**config.mk**
```make
export PLATFORM = sky130hd
export DESIGN_NAME = pe_stream_driver
export DESIGN_NICKNAME = d
export VERILOG_FILES = /design/src/rtl/cnn_pkg.sv /design/src/rtl/pe_stream_driver.sv
export SDC_FILE = /design/constraint.sdc
export NUM_CORES = 1
export LEC_CHECK = 0
export CAP_MARGIN = 20
export CORE_MARGIN = 2
export CORE_UTILIZATION = 41
export CTS_BUF_LIST = sky130_fd_sc_hd__clkbuf_4 sky130_fd_sc_hd__clkbuf_8
export CTS_CLUSTER_DIAMETER = 150
export CTS_CLUSTER_SIZE = 12
export DETAILED_ROUTE_END_ITERATION = 10
export PLACE_DENSITY = 0.89
export SLEW_MARGIN = 40
export SYNTH_ARGS = -nofsm -noshare
export SYNTH_HDL_FRONTEND = slang
export SYNTH_SLANG_ARGS = --single-unit
```
**constraint.sdc**
```tcl
create_clock -name clk -period 1.4 [get_ports clk]
set_clock_uncertainty 0.05 [all_clocks]
set_input_delay 0.28 -clock clk [delete_from_list [all_inputs] [get_ports clk]]
set_output_delay 0.28 -clock clk [all_outputs]
set_load 0.02 [all_outputs]
```
**src/rtl/cnn_pkg.sv**
```systemverilog
// Shared definitions for the CNN tile datapath: default operand/accumulator
// widths, the PE stream driver state encoding and a constant-evaluable clog2.
package cnn_pkg;

    localparam int DATA_W_DEF = 8;
    localparam int ACC_W_DEF  = 16;

    typedef enum logic [2:0] {
        IDLE,
        CLEAR,
        STREAM,
        DRAIN,
        OUTPUT
    } pe_drv_state_t;

    // Ceiling log2 usable in parameter and port-range expressions. Never
    // returns 0 so the result can always size a vector directly.
    function automatic int clog2(input int value);
        int result;
        result = 0;
        while ((1 << result) < value) begin
            result = result + 1;
        end
        if (result == 0) begin
            result = 1;
        end
        return result;
    endfunction

endpackage

```
**src/rtl/pe_stream_driver.sv**
```systemverilog
// Feeds one MAC processing element from a valid/ready operand stream. Each
// vector is framed by a single PE clear pulse, pairs are forwarded through a
// registered drive stage, and once the PE pipeline has drained the dot product,
// overflow, pair count and truncation flag are offered on a valid/ready port.
module pe_stream_driver
    import cnn_pkg::*;
#(
    parameter int DATA_W     = DATA_W_DEF,
    parameter int ACC_W      = ACC_W_DEF,
    parameter int MAX_LEN    = 64,
    parameter int PE_LATENCY = 1
) (
    input  logic                        clk,
    input  logic                        i_reset,
    input  logic                        s_valid,
    output logic                        s_ready,
    input  logic [DATA_W-1:0]           s_a,
    input  logic [DATA_W-1:0]           s_b,
    input  logic                        s_last,
    output logic [DATA_W-1:0]           o_pe_a,
    output logic [DATA_W-1:0]           o_pe_b,
    output logic                        o_pe_enable,
    output logic                        o_pe_clear,
    input  logic [ACC_W-1:0]            i_pe_result,
    input  logic                        i_pe_overflow,
    output logic                        m_valid,
    input  logic                        m_ready,
    output logic [ACC_W-1:0]            m_result,
    output logic                        m_overflow,
    output logic                        m_trunc,
    output logic [clog2(MAX_LEN+1)-1:0] m_count
);

    localparam int CNT_W   = clog2(MAX_LEN + 1);
    localparam int DRAIN_W = clog2(PE_LATENCY + 1);

    localparam logic [CNT_W-1:0]   COUNT_MAX  = CNT_W'(MAX_LEN);
    // The drain lasts PE_LATENCY+1 cycles: the registered drive stage plus the PE.
    localparam logic [DRAIN_W-1:0] DRAIN_LAST = DRAIN_W'(PE_LATENCY);

    pe_drv_state_t state_reg;
    pe_drv_state_t state_next;

    logic               stream_ready;
    logic               handshake;
    logic [CNT_W-1:0]   count_reg;
    logic [CNT_W-1:0]   count_inc;
    logic               count_full;
    logic [DRAIN_W-1:0] drain_reg;
    logic               drain_done;
    logic               ovf_reg;
    logic               trunc_reg;

    logic [DATA_W-1:0]  pe_a_reg;
    logic [DATA_W-1:0]  pe_b_reg;
    logic               pe_enable_reg;
    logic               pe_clear_reg;

    logic               m_valid_reg;
    logic [ACC_W-1:0]   m_result_reg;
    logic               m_overflow_reg;
    logic               m_trunc_reg;
    logic [CNT_W-1:0]   m_count_reg;

    assign handshake  = s_valid && stream_ready;
    assign count_inc  = count_reg + 1'b1;
    assign count_full = (count_inc == COUNT_MAX);
    assign drain_done = (drain_reg == DRAIN_LAST);

    assign s_ready     = stream_ready;
    assign o_pe_a      = pe_a_reg;
    assign o_pe_b      = pe_b_reg;
    assign o_pe_enable = pe_enable_reg;
    assign o_pe_clear  = pe_clear_reg;
    assign m_valid     = m_valid_reg;
    assign m_result    = m_result_reg;
    assign m_overflow  = m_overflow_reg;
    assign m_trunc     = m_trunc_reg;
    assign m_count     = m_count_reg;

    // State register.
    always_ff @(posedge clk) begin
        if (i_reset) begin
            state_reg <= IDLE;
        end else begin
            state_reg <= state_next;
        end
    end

    // Next-state selection; the stream side is only ready while streaming.
    always_comb begin
        state_next   = state_reg;
        stream_ready = 1'b0;
        case (state_reg)
            IDLE: begin
                if (s_valid) begin
                    state_next = CLEAR;
                end
            end
            CLEAR: begin
                state_next = STREAM;
            end
            STREAM: begin
                stream_ready = 1'b1;
                // A vector ends on its last pair or when it is full.
                if (s_valid && (s_last || count_full)) begin
                    state_next = DRAIN;
                end
            end
            DRAIN: begin
                if (drain_done) begin
                    state_next = OUTPUT;
                end
            end
            OUTPUT: begin
                if (m_ready) begin
                    state_next = IDLE;
                end
            end
            default: begin
                state_next = IDLE;
            end
        endcase
    end

    // Registered PE drive: clear on vector start, one enable per accepted pair.
    always_ff @(posedge clk) begin
        if (i_reset) begin
            pe_a_reg      <= '0;
            pe_b_reg      <= '0;
            pe_enable_reg <= 1'b0;
            pe_clear_reg  <= 1'b0;
        end else begin
            pe_clear_reg  <= (state_reg == IDLE) && s_valid;
            pe_enable_reg <= handshake;
            if (handshake) begin
                pe_a_reg <= s_a;
                pe_b_reg <= s_b;
            end
        end
    end

    // Per-vector bookkeeping and result capture at the end of the drain.
    always_ff @(posedge clk) begin
        if (i_reset) begin
            count_reg      <= '0;
            drain_reg      <= '0;
            ovf_reg        <= 1'b0;
            trunc_reg      <= 1'b0;
            m_valid_reg    <= 1'b0;
            m_result_reg   <= '0;
            m_overflow_reg <= 1'b0;
            m_trunc_reg    <= 1'b0;
            m_count_reg    <= '0;
        end else begin
            case (state_reg)
                CLEAR: begin
                    count_reg <= '0;
                    ovf_reg   <= 1'b0;
                    trunc_reg <= 1'b0;
                end
                STREAM: begin
                    // Also folding the flag in while streaming keeps an
                    // early overflow even if the PE only pulses it.
                    ovf_reg   <= ovf_reg | i_pe_overflow;
                    drain_reg <= '0;
                    if (handshake) begin
                        count_reg <= count_inc;
                        if (count_full && !s_last) begin
                            trunc_reg <= 1'b1;
                        end
                    end
                end
                DRAIN: begin
                    ovf_reg   <= ovf_reg | i_pe_overflow;
                    drain_reg <= drain_reg + 1'b1;
                    if (drain_done) begin
                        m_valid_reg    <= 1'b1;
                        m_result_reg   <= i_pe_result;
                        m_overflow_reg <= ovf_reg | i_pe_overflow;
                        m_trunc_reg    <= trunc_reg;
                        m_count_reg    <= count_reg;
                    end
                end
                OUTPUT: begin
                    if (m_ready) begin
                        m_valid_reg <= 1'b0;
                    end
                end
                default: begin
                end
            endcase
        end
    end

endmodule

```
==> metrics.md, run 1 <==
| Metric | Value |
|---|---|
| Final setup vio count | 27 |
| Most used cell, CP | buf_6 |
| Number of buffers and inverters on the critical path | 3 |
| Violated checks | setup timing |
| HP Start | i_reset |
| Max incr delay on CP | 0.40 ns |
| # IOs | 83 |
| Initial drt markers | 105 |
| Final setup margin | -0.0935 ns |
| #FFs+latches synth | 57 |
| Sequential share of the synthesized area | 50.4% |
| First-pass GRT wire length | 10,400 µm |
| Core area | 5410 µm² |
| Total power | 0.00358 W |
| DRC | 0 |
| CTS Root Cell | clkbuf_8 |
| Layout cells sized above 1 | 25.4% |
| CP Max Fanout | 8 |
| Power Density | 943 nW/µm² |
| Hold Crit Class | in2reg |
| Final setup TNS | -1.36 ns |
| Post-DP HPWL | 4110 µm |
| Number of global-route vias before repair | 2,206 |
| Fin crit share | 107% |
| Post-synthesis net count | 319 |
| Inserted Diodes | 0 |
| Post-synth top flop | dfxtp_1 |
| CP endpoint kind | register |
| Avg Inst Size Synth | 8.08 µm² |
| Hold slack | 0.255 ns |
| Final hold violations | 0 |
| Worst VDD drop | 0.794 mV |
| Clk slew on worst S/H paths | 0.06 ns |
| Placer Congestion | 0.876 |
| Leakage | 1.60 nW |
| Area Overhead vs Synth | 67.7% |
| Commonest non-fill, non-tap cell in the layout | nand2_1 |
| Relative slew margins | 76.7% |
| CP startpoint kind | register |
| Max reg flops | 16 |
| Final WL | 6710 µm |
| Core Rows | 27 |
| Overflow after GRT | 0 |
| Inst Count DP | 439 |
| Gr usage total | 21.5% |
| Critical Path AT | 1.70 ns |
| Initial antenna violation count | 0 |
| Total die area | 6130 µm² |
| Pin slew with the least headroom to its limit | 0.349 ns |
| YS warnings | 0 |
| Worst path cell trace | buf_6 > buf_6 > and4bb_4 > buf_6 > nand2_1 > a21oi_1 |
| Worst reg2reg setup slack | -0.09 ns |
| Starting Density | 41.9% |
| RSZ-0062 raised after global routing | yes |
| Chip Height | 78.3 µm |
| Peak Freq | 0.670 GHz |
| Worst R2R Start | state_reg[2]$_SDFFE_PP0P_ |
| CP delay by family, top | simple AND/OR/NAND/NOR gates |
| Pin count of the biggest net entering global routing | 60 |
| Syn Inst Count | 280 |
| I/O Buffers | 82 |
| Post-synth EDFFs | 0 |
| CTS buffer count | 9 |
| CP startpoint | state_reg[2]$_SDFFE_PP0P_ |
| Outcome | finished, violations left |
| Post-synthesis cell area | 2260 µm² |
| Max-cap violations | 0 |
| Finished Layout Cells | 465 |
| Routed Antenna Nets | 0 |
| Crit path required time | 1.60 ns |
| # hold bufs at CTS | 0 |
| Clock latency on the worst-skew pair | 0.33 ns |
| H-tree Lvls | 3 |
| Slowest CP cell | and4bb_4 |
| Final Slew Violations | 0 |
| Drt wl/cell | 14.4 µm |
| Synth unique cells | 38 |
| Die W | 78.3 µm |
| CTS tree | yes |
| Drt pass-1 iters | 4 |
| Via count | 2,414 |
| # clock sinks | 57 |
| Most frequent cells in the layout | nand2_1, dfxtp_1, dlygate4sd2_1, clkdlybuf4s50_1, a21oi_1 |
| Crit Path Class | reg2reg |
| Final min period | 1.49 ns |
| Clock Tree Buf Depth | 2 |
| Final nets | 428 |
| Number of vias per cell | 5.19 |
| Asr flop ratio synth | 0% |
## synthesized netlist by cell type, types with 2 or more instances
master     n  area, µm²
a211oi_1   2       15.0
inv_1      3       11.3
buf_2      9       45.0
nor2b_1    4       25.0
nor3_1     4       20.0
a21oi_1   44        220
dfxtp_1   57       1140
a32oi_1    2       17.5
o211ai_1   2       15.0
nand3_1    8       40.0
nand3b_1   2       15.0
nand2_1   86        323
o21ai_0    7       35.0
nand4b_1   2       17.5
a31oi_1    5       31.3
nor2_1     7       26.3
or4_1      3       22.5
and3b_1    2       17.5
nand2b_1   2       12.5
clkbuf_1  11       41.3
## area by class of cell
cell class | instances | area (µm²)
flip-flops and latches | 57 | 1150
repair buffers | 120 | 1160
fillers | 428 | 1610
inverters | 3 | 11.3
multi-input cells | 198 | 1180
clock buffers | 12 | 159
clock inverters | 3 | 40.0
well taps | 72 | 90.1
## what timing repair did
action / CTS / global route
buffers inserted: 3 / 5
gates cloned: 3 / 1
gates resized for setup: 71 / 45
setup endpoints to repair: 74 / 49
pin swaps: 4 / 17
## worst reg2reg max path, delay by kind of cell (launching register included)
family | cells | cell delay (ns)
compound gates | 1 | 0.17
buf+inv | 3 | 0.39
flops | 1 | 0.34
simple gates | 2 | 0.47
## layer usage
| metal | global-route usage [%] | wire length, µm | vias up |
|---|---|---|---|
| met3 | 5.29 | 446 | 15 |
| met1 | 24.8 | 2640 | 1139 |
| li1 | - | - | 1177 |
| met2 | 37.0 | 3470 | 83 |
| met5 | 0 | 0 | - |
| met4 | 11.1 | 153 | 0 |
## path summary, 6_finish.rpt
kind	endpoint	cells past startpoint
setup reg to reg	o_pe_b[0]$_SDFFE_PP0P_	6
hold / removal	state_reg[0]$_SDFFE_PP0P_	3
hold reg to reg	o_pe_b[5]$_SDFFE_PP0P_	2
setup / recovery	o_pe_b[0]$_SDFFE_PP0P_	6
## per-stage QoR
stage	util [%]	instance area, µm²	setup WS [ns]
floorplan	-	2270	-0.00445
global placement	61.2	3310	-0.421
detailed placement	61.2	3310	-0.459
CTS	67.1	3630	-0.133
global route	70.2	3800	-0.133
finish	70.2	3800	-0.0935
## where the power goes
group | switching, W | internal, W
Sequential | 0.0000180 | 0.00165
Combinational | 0.000174 | 0.000193
Clock | 0.000624 | 0.000922
## cell families after synthesis
group	Yosys count	synth area share, %
buf+inv	25	4.97
compound gates	68	16.9
flops	57	50.4
simple gates	129	27.2
fa+ha+maj	1	0.553
Note: power is estimated with default switching activity, not from simulation.
==> inputs of run 2 (changes only) <==
ABC_AREA = 1   (was unset)
==> run 2 against run 1 <==
The run still ends with setup timing left. Sequential share of layout area is 0.22 points higher. Utilization increased by 2.6 points. Clock power shrank 9%. Register-to-register slack worse by 0.05 ns. Critical path type unchanged. Largest cell class is now non-clock buffers. Highest routed layer unchanged.
==> metrics.md, run 2 <==
| Metric | Value |
|---|---|
| Count leader, synth | dfxtp_1 |
| Worst VDD drop | 0.896 mV (+13%) |
| Setup WS pre-CTS | -0.173 ns (+0.286 ns) |
| Layout cells sized above 1 | 25.5% (+0.10 points) |
| Core area | 5170 µm² (-4.3%) |
| Routed Antenna Nets | 0 (unchanged) |
| Final Slew Violations | 0 (unchanged) |
| Clock latency on the worst-skew pair | 0.33 ns (about the same) |
| Placer Congestion | 0.888 (+1.3%) |
| Outcome | finished, violations left |
| CP startpoint kind | register |
| First-pass GRT wire length | 9290 µm (-10%) |
| Final hold violations | 0 (unchanged) |
| Post-Synth Adder-Cell Area | 0.562% (+0.0096 points) |
| Synth area leaders | dfxtp_1, o21ai_0, a21oi_1 |
| Crit Path Class | reg2reg |
| Sequential share of the synthesized area | 51.3% (+0.88 points) |
| CP endpoint kind | register |
| Clock Tree Buf Depth | 2 (unchanged) |
| Clk slew on worst S/H paths | 0.06 ns (about the same) |
| CTS buffer count | 9 (unchanged) |
| #FFs+latches synth | 57 (unchanged) |
| HP Start | m_result[12]$_SDFFE_PP0P_ |
| Avg Inst Size Synth | 7.62 µm² (-5.8%) |
| CP Max Fanout | 4 (-4) |
| # hold bufs at CTS | 0 (unchanged) |
| Post-synth EDFFs | 0 (unchanged) |
| Initial drt markers | 142 (+35%) |
| Worst R2R Start | count_reg[1]$_SDFFE_PP0P_ |
| Xor/xnor share of the synthesized area | 0.394% (+0.39 points) |
| Post-synthesis mux area share | 0% (unchanged) |
| Chip Height | 77.7 µm (-0.82%) |
| Post-synth top flop | dfxtp_1 |
| Final setup vio count | 4 (-85%) |
| Die W | 77.7 µm (-0.82%) |
| Max-cap violations | 0 (unchanged) |
| Power Density | 1280 nW/µm² (+35%) |
| Post-synthesis net count | 331 (+3.8%) |
| Pin slew with the least headroom to its limit | 0.257 ns (-0.0919 ns) |
| Violated checks | setup timing |
| Core Rows | 26 (-3.7%) |
| Initial antenna violation count | 0 (unchanged) |
| Synth top cells by count | dfxtp_1, inv_1, o21ai_0, nor2_1, a21oi_1 |
| Hold Crit Class | reg2reg |
| Final nets | 445 (+4.0%) |
| Drt wl/cell | 14.6 µm (+1.2%) |
| Crit path required time | 1.62 ns (+0.02 ns) |
| Commonest non-fill, non-tap cell in the layout | dfxtp_1 |
| Simple-Gate Fraction of Synth Area | 18.0% (-9.2 points) |
| Relative slew margins | 82.8% (+6.1 points) |
| H-tree Lvls | 3 (unchanged) |
| Critical Path AT | 1.76 ns (+0.06 ns) |
| Area Overhead vs Synth | 69.4% |
| Number of vias per cell | 4.96 (-4.4%) |
| Final min period | 1.54 ns (+0.0497 ns) |
| I/O Buffers | 82 (unchanged) |
| Worst Reg-to-Reg Cells | 12 (+6) |
| Hold path cells | 2 (-1) |
| CTS tree | yes |
| Finished Layout Cells | 481 (+3.4%) |
| Drt pass-1 iters | 4 (unchanged) |
| Final WL | 7020 µm (+4.7%) |
| Post-route cell area | 3770 µm² (-0.73%) |
| Pin count of the biggest net entering global routing | 52 (-13%) |
| Compound-Gate Fraction of Synth Area | 19.6% (+2.8 points) |
| Max reg flops | 16 (unchanged) |
| Inserted Diodes | 0 (unchanged) |
| Asr flop ratio synth | 0% (unchanged) |
| Starting Density | 43.0% (+1.1 points) |
| Fin crit share | 110% (+3.5 points) |
| RSZ-0062 raised after global routing | yes |
| Post-synthesis cell area | 2220 µm² (-1.7%) |
| Main combinational cell family by area after synthesis | compound AO/OA/AOI/OAI gates |
| Leakage | 1.72 nW (+7.4%) |
| Peak Freq | 0.648 GHz (-3.2%) |
| Most frequent cells in the layout | dfxtp_1, dlygate4sd2_1, inv_1, clkdlybuf4s50_1, a21oi_1 |
| YS warnings | 0 (unchanged) |
| Number of global-route vias before repair | 2,177 (-1.3%) |
| CP startpoint | count_reg[1]$_SDFFE_PP0P_ |
| Gr usage total | 19.5% (-2.0 points) |
| Fill cell count | 382 (-11%) |
| Final setup margin | -0.143 ns (-0.0497 ns) |
| Synth unique cells | 25 (-34%) |
| DRC | 0 (unchanged) |
| Post-DP Area | 3290 µm² (-0.45%) |
| Post-DP HPWL | 4020 µm (-2.2%) |
| Via count | 2,386 (-1.2%) |
| Area leader, netlist | dfxtp_1 |
| Final setup TNS | -0.344 ns (+1.01 ns) |
| # IOs | 83 (unchanged) |
| Hold slack | 0.391 ns (+0.136 ns) |
| Syn Inst Count | 292 (+4.3%) |
| Overflow after GRT | 0 (unchanged) |
| Yosys top cell area share | 51.3% (+0.88 points) |
| Inst Count DP | 452 (+3.0%) |
| # clock sinks | 57 (unchanged) |
| Total die area | 6030 µm² (-1.6%) |
| CTS Root Cell | clkbuf_8 |
==> run 2: changes by cell type after synthesis, sizes merged, moves of 3 or more <==
cell | before | now
a21oi | 44 | 36
a31oi | 5 | 1
buf | 11 | 2
inv | 3 | 46
nand2 | 86 | 29
nand3 | 8 | 12
nor2 | 7 | 42
nor2b | 4 | 0
o21ai | 8 | 44
or4 | 3 | 0
==> run 2: final timing paths <==
check                              end  slack [ns]
max          state_reg[0]$_SDFFE_PP0P_       -0.14
min          m_result[12]$_SDFFE_PP0P_        0.39
max reg2reg  state_reg[0]$_SDFFE_PP0P_       -0.14
min reg2reg  m_result[12]$_SDFFE_PP0P_        0.39
==> run 2: layout make-up <==
type	instances	area, µm²	area share [%]
clock buffers	14	174	4.61
clock inverters	2	12.5	0.332
inverters	46	178	4.71
multi-input cells	176	997	26.5
flip-flops and latches	57	1150	30.5
well taps	70	87.6	2.32
repair buffers	116	1170	31.1
==> run 2: worst max-delay path, cell delays in order, from the launching register on <==
cell and delay, ns:
dfxtp_4 0.36, ha_4 0.17, nand2_4 0.09, inv_2 0.04
nand3b_1 0.09, nand3_1 0.08, nor2_2 0.15, nand2_1 0.09
nand2_1 0.06, nand2_1 0.05, nand2_2 0.07, nand3_2 0.07
a21oi_2 0.11
==> run 2: report_power, final <==
| group | switching, W | total [W] | leakage (nW) | internal (W) |
|---|---|---|---|---|
| logic | 0.000819 | 0.00153 | 1.16 | 0.000710 |
| clock network | 0.000611 | 0.00141 | 0.0969 | 0.000796 |
| registers | 0.0000861 | 0.00187 | 0.464 | 0.00179 |
==> run 2: cell families after synthesis <==
kind of cell,Yosys count
XOR/XNOR,1
AND/OR/NAND/NOR,90
AO/OA/AOI/OAI,84
buffers and inverters,59
adder cells (fa/ha/maj),1
flip-flops,57
==> run 2: repair_timing <==
item                       4_1_cts  5_1_grt
cloned                           0        7
buffers inserted                 1        5
gates resized for setup         52       80
setup endpoints to repair       48       51
pin swaps                        0       15
==> run 2: metal layers <==
layer | track usage, % | part of all wire, %
met5 | 0 | 0
met3 | 7.56 | 7.3
met4 | 8.04 | 2.9
met2 | 33.5 | 49
met1 | 21.3 | 40
==> run 2: per-stage QoR <==
step                total power [W]  utilization, %
floorplan                   0.00256               -
global placement            0.00321            63.6
detailed placement          0.00325            63.6
CTS                         0.00455            66.4
global route                0.00506            72.9
finish                      0.00481            72.9
